--- config.mk ---
export PLATFORM = sky130hd
export DESIGN_NAME = bit_step_scheduler
export DESIGN_NICKNAME = d
export VERILOG_FILES = /design/src/rtl/bit_step_scheduler_pkg.sv /design/src/rtl/bit_phase_rom.sv /design/src/rtl/bit_step_scheduler.sv
export SDC_FILE = /design/constraint.sdc
export NUM_CORES = 1
export LEC_CHECK = 0
export ABC_AREA = 1
export BUFFER_PORTS_ARGS = -buffer_cell sky130_fd_sc_hd__buf_2
export CELL_PAD_IN_SITES_DETAIL_PLACEMENT = 0
export CELL_PAD_IN_SITES_GLOBAL_PLACEMENT = 2
export CORE_MARGIN = 5
export CORE_UTILIZATION = 27
export DETAILED_ROUTE_END_ITERATION = 8
export PLACE_DENSITY = 0.87
export SLEW_MARGIN = 20
export SYNTH_ARGS = -nofsm -noshare
export SYNTH_HDL_FRONTEND = slang
export SYNTH_SLANG_ARGS = --single-unit
--- constraint.sdc ---
create_clock -name clk -period 1.95 [get_ports clk]
set_clock_uncertainty 0.15 [all_clocks]
set_input_delay 0.0975 -clock clk [delete_from_list [all_inputs] [get_ports clk]]
set_output_delay 0.0975 -clock clk [all_outputs]
set_load 0.1 [all_outputs]
--- src/rtl/bit_step_scheduler_pkg.sv ---
// ============================================================
// bit_step_scheduler_pkg: shared phase constants and states
// Rev 1.0
// ============================================================
`default_nettype none

package bit_step_scheduler_pkg;

  localparam int NUM_PHASES = 6;

  localparam logic [7:0] PAT_0 = 8'h90;
  localparam logic [7:0] PAT_1 = 8'h18;
  localparam logic [7:0] PAT_2 = 8'h48;
  localparam logic [7:0] PAT_3 = 8'h60;
  localparam logic [7:0] PAT_4 = 8'h24;
  localparam logic [7:0] PAT_5 = 8'h84;

  typedef enum logic [1:0] {
    ST_IDLE  = 2'd0,
    ST_DWELL = 2'd1,
    ST_DEAD  = 2'd2,
    ST_DONE  = 2'd3
  } state_t;

  // Mod-6 step; dir=1 walks backwards.
  function automatic logic [2:0] next_phase(input logic [2:0] cur, input logic dir);
    logic [2:0] nxt;
    if (dir) nxt = (cur == 3'd0) ? 3'(NUM_PHASES - 1) : cur - 3'd1;
    else     nxt = (cur == 3'(NUM_PHASES - 1)) ? 3'd0 : cur + 3'd1;
    return nxt;
  endfunction

endpackage

`default_nettype wire

--- src/rtl/bit_phase_rom.sv ---
// ============================================================
// bit_phase_rom: phase index -> 8-bit drive pattern, blankable
// Rev 1.0
// ============================================================
`default_nettype none

module bit_phase_rom
  import bit_step_scheduler_pkg::*;
(
  input  logic [2:0] phase,
  input  logic       blank,
  output logic [7:0] pattern
);

  always_comb begin
    pattern = 8'h00;
    if (!blank) begin
      case (phase)
        3'd0:    pattern = PAT_0;
        3'd1:    pattern = PAT_1;
        3'd2:    pattern = PAT_2;
        3'd3:    pattern = PAT_3;
        3'd4:    pattern = PAT_4;
        3'd5:    pattern = PAT_5;
        default: pattern = 8'h00;
      endcase
    end
  end

endmodule

`default_nettype wire

--- src/rtl/bit_step_scheduler.sv ---
// ============================================================
// bit_step_scheduler: command-driven 6-phase pattern sequencer
// Rev 1.0
// ============================================================
`default_nettype none

module bit_step_scheduler
  import bit_step_scheduler_pkg::*;
#(
  parameter int PERIOD_W    = 16,
  parameter int COUNT_W     = 12,
  parameter int DEAD_CYCLES = 2
) (
  input  logic                clk,
  input  logic                reset,
  input  logic                cmd_valid,
  output logic                cmd_ready,
  input  logic                cmd_dir,
  input  logic [COUNT_W-1:0]  cmd_steps,
  input  logic [PERIOD_W-1:0] cmd_period,
  input  logic                abort,
  output logic [7:0]          out,
  output logic [2:0]          phase,
  output logic                busy,
  output logic                done
);

  localparam logic [PERIOD_W-1:0] DEAD_LOAD = PERIOD_W'(DEAD_CYCLES);
  localparam logic [PERIOD_W-1:0] ONE_P     = PERIOD_W'(1);
  localparam logic [COUNT_W-1:0]  ONE_C     = COUNT_W'(1);

  state_t              state, state_n;
  logic [2:0]          phase_n;
  logic [PERIOD_W-1:0] timer, timer_n;
  logic [PERIOD_W-1:0] period, period_n;
  logic [COUNT_W-1:0]  remaining, remaining_n;
  logic                dir, dir_n;
  logic                advance;

  always_ff @(posedge clk) begin
    if (reset) begin
      state     <= ST_IDLE;
      phase     <= 3'd0;
      timer     <= '0;
      period    <= ONE_P;
      remaining <= '0;
      dir       <= 1'b0;
    end else begin
      state     <= state_n;
      phase     <= phase_n;
      timer     <= timer_n;
      period    <= period_n;
      remaining <= remaining_n;
      dir       <= dir_n;
    end
  end

  always_comb begin
    state_n     = state;
    phase_n     = phase;
    timer_n     = timer;
    period_n    = period;
    remaining_n = remaining;
    dir_n       = dir;
    advance     = 1'b0;
    case (state)
      ST_IDLE: begin
        if (cmd_valid) begin
          dir_n       = cmd_dir;
          period_n    = (cmd_period == '0) ? ONE_P : cmd_period;
          remaining_n = cmd_steps;
          if (cmd_steps == '0) begin
            state_n = ST_DONE;
          end else begin
            state_n = ST_DWELL;
            timer_n = period_n;
          end
        end
      end
      ST_DWELL: begin
        if (abort) begin
          state_n     = ST_DONE;
          remaining_n = '0;
          timer_n     = '0;
        end else if (timer <= ONE_P) begin
          if (DEAD_CYCLES > 0) begin
            state_n = ST_DEAD;
            timer_n = DEAD_LOAD;
          end else begin
            advance = 1'b1;
          end
        end else begin
          timer_n = timer - ONE_P;
        end
      end
      ST_DEAD: begin
        if (abort) begin
          state_n     = ST_DONE;
          remaining_n = '0;
          timer_n     = '0;
        end else if (timer <= ONE_P) begin
          advance = 1'b1;
        end else begin
          timer_n = timer - ONE_P;
        end
      end
      default: begin
        state_n = ST_IDLE;
      end
    endcase

    // A completed step either finishes the command or starts the next dwell.
    if (advance) begin
      phase_n     = next_phase(phase, dir);
      remaining_n = remaining - ONE_C;
      if (remaining == ONE_C) begin
        state_n = ST_DONE;
        timer_n = '0;
      end else begin
        state_n = ST_DWELL;
        timer_n = period;
      end
    end
  end

  assign cmd_ready = (state == ST_IDLE);
  assign busy      = (state == ST_DWELL) || (state == ST_DEAD);
  assign done      = (state == ST_DONE);

  bit_phase_rom u_rom (
    .phase   (phase),
    .blank   (state == ST_DEAD),
    .pattern (out)
  );

endmodule

`default_nettype wire

## After elaboration in Yosys (flattened, before gate mapping)

Cells that the tools add are included.

| operators by class | value |
|---|---|
| $add $sub $neg | 4 |
| multiply operators | 0 |
| divide/modulo/power cells | 0 |
| magnitude comparators | 1 |
| equality and inequality tests | 15 |
| shifts and indexed selects | 0 |
| multiplexer cells | 30 |
| bitwise logic cells | 0 |
| reduce and logical (&&, ||, !) cells | 12 |

Operators by type and width:

| cell | count |
|---|---|
| 2-to-1 mux 16 bit | 9 |
| one-hot mux 16 bit (3 select lines) | 1 |
| one-hot mux 8 bit (6 select lines) | 1 |
| 2-to-1 mux 12 bit | 3 |
| one-hot mux 12 bit (2 select lines) | 1 |
| less-or-equal comparator 16 x 1 -> 1 bit, second input constant | 1 |
| logical NOT 16 bit | 1 |
| subtractor 16 x 1 -> 16 bit, second input constant | 1 |
| 2-to-1 mux 2 bit | 7 |
| == test 12 x 1 -> 1 bit, second input constant | 1 |
| logical NOT 12 bit | 1 |
| subtractor 12 x 1 -> 12 bit, second input constant | 1 |
| 2-to-1 mux 3 bit | 3 |
| 2-to-1 mux 8 bit | 1 |
| inequality test 4 bit, second input constant | 2 |
| == test 3 x 2 -> 1 bit, second input constant | 2 |
| == test 3 bit, second input constant | 2 |
| inequality test 3 bit, second input constant | 2 |
| one-hot mux 2 bit (3 select lines) | 1 |
| AND reduction 3 bit | 2 |
| == test 2 bit, second input constant | 2 |
| AND reduction 4 bit | 1 |
| nonzero test 4 bit | 1 |
| adder 3 x 1 -> 3 bit, second input constant | 1 |
| other kinds (12) | 14 |

| storage, ports and cells | value |
|---|---|
| bits in registers | 50 |
| latch bits | 0 |
| memory bits (writable) | 0 |
| bits in read-only memories | 0 |
| input port bits | 33 |
| output and inout bits | 14 |
| word-level logic and storage cells | 68 |
| memories kept | 0 |

## Logic depth before layout (Yosys ltp)

| depth | value |
|---|---|
| depth after elaboration | 6 |
| depth in mapped cells | 14 |
| depth with buffers taken out | 14 |

## By module

Synthesis repeated with hierarchy kept, for this count alone.

| unflattened totals | value |
|---|---|
| cells, all modules | 602 |
| area total of the unflattened synthesis | 3667.3 um^2 |

Modules (own cells, without submodules):

| module | instances | cells an instance | area each (um^2) | seq. area each (um^2) |
|---|---|---|---|---|
| bit_step_scheduler | 1 | 577 | 3559.7 | 1001.0 |
| bit_phase_rom | 1 | 25 | 107.6 | 0.0 |

## Least setup slack after synthesis

No wires, ideal clock.

| timing | value |
|---|---|
| path type | register to output |
| start point | register phase[0] |
| end point | output out[6] |
| data arrival time | 2.875 ns |
| data required time | 1.702 ns |
| path slack | -1.173 ns |
| stages on the path, launching flop included | 6 |
| path buffers | 0 |
| cells stage by stage | dfxtp_1 nand2_1 inv_1 ha_1 inv_1 a21oi_1 |

| between the ends | value |
|---|---|
| word-level cells in the longest chain between the ends | 3 |
| elaborated cells on any way between the ends | 8 |
| classes of those cells | eq/ne (5); mux (2); reduce/logical (1) |

Ends and longest elaborated chain:

| item | line | text |
|---|---|---|
| from (decl) | bit_step_scheduler.sv:23 | `output logic [2:0] phase,` |
| from (signal assigned) | bit_step_scheduler.sv:50 | `phase <= phase_n;` |
| == test 3 bit (tied with other cells) | bit_phase_rom.sv:18 | `case (phase)` |
| one-hot mux 8 bit (6 select lines) * | bit_phase_rom.sv:18 |  |
| 2-to-1 mux 8 bit * | bit_phase_rom.sv:17 | `if (!blank) begin` |
| to (decl) | bit_step_scheduler.sv:22 | `output logic [7:0] out,` |

Every way passes the cells marked *; elsewhere a longest branch is shown, timed or not.

## Worst setup path after layout

| timing | value |
|---|---|
| start point | register timer[0] |
| end point | register timer[9] |

| between the ends | value |
|---|---|
| word-level cells in the longest chain between the ends | 6 |
| elaborated cells on any way between the ends | 16 |
| classes of those cells | add/sub (1); order compare (1); eq/ne (3); mux (9); reduce/logical (2) |

Ends and longest elaborated chain:

| item | line | text |
|---|---|---|
| from (decl) | bit_step_scheduler.sv:34 | `logic [PERIOD_W-1:0] timer, timer_n;` |
| from (signal assigned) | bit_step_scheduler.sv:51 | `timer <= timer_n;` |
| less-or-equal comparator 16 x 1 -> 1 bit | bit_step_scheduler.sv:85, bit_step_scheduler.sv:101 |  |
| 2-to-1 mux 1 bit | bit_step_scheduler.sv:101 | `end else if (timer <= ONE_P) begin` |
| 2-to-1 mux 1 bit | bit_step_scheduler.sv:97 | `if (abort) begin` |
| 2-to-1 mux 1 bit | -- |  |
| inequality test 4 bit (no source line) (tied with other cells) | -- |  |
| AND reduction 4 bit (no source line) | -- |  |

Several ways; a longest one is shown, not always the timed one. The select of a mux whose other input is x is not followed.
A chain may end at the register's enable or synchronous reset.

==> key figures <==
Global route
  • Grt total ovfl: 0
  • Vias in the first global route: 4133
  • First-pass GRT wire length: slightly below 20 mm
  • Antenna violations before repair: 0
  • Pin count of the biggest net entering global routing: 34
  • Global Route Usage Sum: 0.153

Finish
  • Final cell count without fillers: 907
  • ANT cells: 0
  • Final #Nets: 774
  • Multi-input logic area: 2530 µm²
  • Filler Cell Count: roughly 1400
  • Register Area: approximately 1000 µm²
  • Fin area: between 5000 and 6000 µm²
  • Synth-to-layout area growth: 50.0%
  • Fraction of layout cells with a size suffix above 1: 0.276

Status
  • Status: finished, final reports clean

Clocking
  • Clk root buf: clkbuf_16
  • Clock buffer depth: 2
  • Num CTS Buffers: 5
  • CTS tree: yes
  • H-tree depth: 2
  • TritonCTS Sinks: 50
  • Clock Pin Slew Worst Setup and Hold Paths: around 0.07 ns
  • Insertion delay to the later sink of the worst-skew pair: 0.29 ns

STA
  • Final setup violation count: 0
  • Fin crit share: 0.995
  • Fmax: slightly above 500 MHz
  • Hold WS: a little under 0.04 ns
  • Max Slew Vio Count: 0
  • Fin Setup TNS: 0 ns
  • Final worst setup slack: between 0.008 and 0.009 ns
  • Hold Fails Final Rpt: 0
  • Crit path time final: a little under 2 ns
  • RSZ-0062 raised after global routing: true

Floorplanning
  • Die width: 125 µm
  • Starting density of the core: 0.273
  • Row cnt: between 40 and 50
  • Boundary pin count: 47
  • Placeable Area: 13100 µm²
  • Die height: approximately 130 µm
  • Die area: 15700 µm²

Synth
  • Syn Area/Cell: a little under 6 µm²
  • Synth unique cells: 32
  • Largest family of logic cells by synthesized area: simple AND/OR/NAND/NOR gates
  • Post-Synth XOR/XNOR Area: 0.0268
  • YS warnings: 0
  • Post-synthesis compound-gate area fraction: 0.126
  • Post-Syn Instances: slightly above 600
  • Synth Register Bits: 50
  • Area of the mapped netlist: ~3600 µm²
  • Adder-cell area share of the yosys netlist: 0.0384
  • Simple-gate share of the synthesized area: 0.410
  • Sequential area share after synthesis: 0.279
  • Multiplexer area fraction after synthesis: 0

Run
  • Max Cap Viol: 0

Placement
  • Post-DP Area: roughly 4600 µm²
  • Setup Slack @ Placement: -0.0950 ns
  • Port bufs: 44
  • Hpwl dp: roughly 8.9 mm
  • Placed Cells: just under 900
  • Gpl congestion: between 0.8 and 0.9

Worst setup path
  • Flop2flop setup slack: just under 0.009 ns
  • Crit. End Element: flop
  • WS Path Type: reg -> reg
  • Critical Path RT: roughly 2.0 ns
  • Worst Path Max Fanout: 6
  • Startpoint Class: flop
  • CP arrival: 1.98 ns

Pwr
  • Peak VDD IR: 0.564 mV
  • LEAKAGE: approximately 2.6 nW
  • Power density of the placed cells: about 1700 nW/µm²

Detailed routing
  • Drt pass-1 iters: 5
  • Final ANT Viol Nets: 0
  • Routed len/inst: 13.8 µm
  • First DRT Iteration DRCs: 231
  • Vias per cell: approximately 4.6
  • # DRC: 0
  • Routed vias: between 4000 and 5000
  • DRT Wirelength: roughly 12 mm

Worst hold path
  • Min-Delay Path Class: in -> reg
## kinds of logic after synthesis
| logic type | Yosys count |
|---|---|
| flip-flops | 50 |
| adder cells (fa/ha/maj) | 11 |
| AO/OA/AOI/OAI | 89 |
| XOR/XNOR | 11 |
| other | 1 |
| AND/OR/NAND/NOR | 345 |
| buffers and inverters | 105 |
## per-stage QoR
stage,utilization,power [mW]
after floorplan,-,5.36
after global placement,0.348,6.95
after detailed placement,0.348,6.97
after CTS,0.386,8.29
after global routing,0.410,9.66
final,0.410,8.90
## layer usage
metal / vias to the layer above / part of all wire / GRT usage
met5: - / 0 / 0
met4: 0 / 0.013 / 0.0421
met3: 11 / 0.037 / 0.0192
met2: 97 / 0.48 / 0.264
met1: 1945 / 0.47 / 0.201
li1: 2164 / - / -
## power by group
part	switching (mW)	total, mW	internal, mW
sequential	0.289	1.72	1.43
clock	0.396	0.906	0.510
combinational	3.78	6.27	2.49
total	4.47	8.90	4.43
## registers in the layout (all words and copies together), names as in the netlist
signal,cells
dir,1
period,16
state,2
phase,3
timer,16
remaining,12
## synth_stat cells, drive strengths merged
cell | number | area share
conb | 1 | 0.0010
nand4 | 13 | 0.024
nor3 | 6 | 0.0084
xor2 | 10 | 0.024
buf | 12 | 0.021
nand3b | 1 | 0.0021
dfxtp | 50 | 0.28
a31oi | 1 | 0.0017
nand2 | 189 | 0.20
ha | 11 | 0.038
clkbuf | 9 | 0.0094
a21oi | 46 | 0.064
clkinv | 1 | 0.0010
nand3 | 43 | 0.066
inv | 83 | 0.087
o21ai | 40 | 0.056
o211ai | 1 | 0.0021
o2111ai | 1 | 0.0024
nor2 | 92 | 0.10
xnor2 | 1 | 0.0024
or2 | 1 | 0.0017
## area by class of cell
type                       instances  area share
clock buffer                       7      0.0265
clock inverter                     1    0.000930
inverter                          84      0.0611
multi-input combinational        461       0.470
sequential                        50       0.187
tap                              176      0.0409
timing repair buffer             128       0.213
## critical path: stages (launching register included)
cell and delay (ns):
dfxtp_2 0.35, inv_2 0.07, ha_4 0.14, nand2_4 0.06
nor2_4 0.13, nand2_2 0.07, nand2_2 0.09, nand3_4 0.09
nand2_4 0.10, nand3_4 0.18, clkbuf_16 0.23, nor2_2 0.12
a21oi_2 0.05
## worst paths after layout
path,to,from,depth (start not counted)
worst min register to register,period[0],period[0],2
worst max register to register,timer[9],timer[0],12
worst min-delay path,remaining[10],cmd_steps[10],5
worst max-delay path,timer[9],timer[0],12
## cells in the final DEF (no fill, tap or decap), types with 2 or more instances in the layout
cell and instances:
inv_1 73, nor3_1 5, nor2_2 13, inv_2 5, inv_4 4, xor2_1 10, nand2_4 4, o21ai_1 8
dlygate4sd3_1 19, dfxtp_1 45, a21oi_2 4, a21oi_1 33, clkbuf_16 9, nand3_2 2, buf_6 4, nor2_4 6
nand4_1 12, a21oi_4 9, buf_2 38, ha_2 2, ha_4 3, nand2_1 168, conb_1 2, buf_12 12
nand3_4 6, nand2_2 16, dfxtp_2 5, o21ai_0 30, nand3_1 38, nor2_1 73, o21ai_2 2, ha_1 6
buf_4 51
## timing repair
action,4_1_cts,5_1_grt
gates cloned,3,5
hold endpoints to repair,19,0
pin swaps,11,20
hold buffers,19,0
gates resized for setup,23,57
setup endpoints to repair,30,31
setup buffers,3,3
Note: power is estimated with default switching activity, not from simulation.
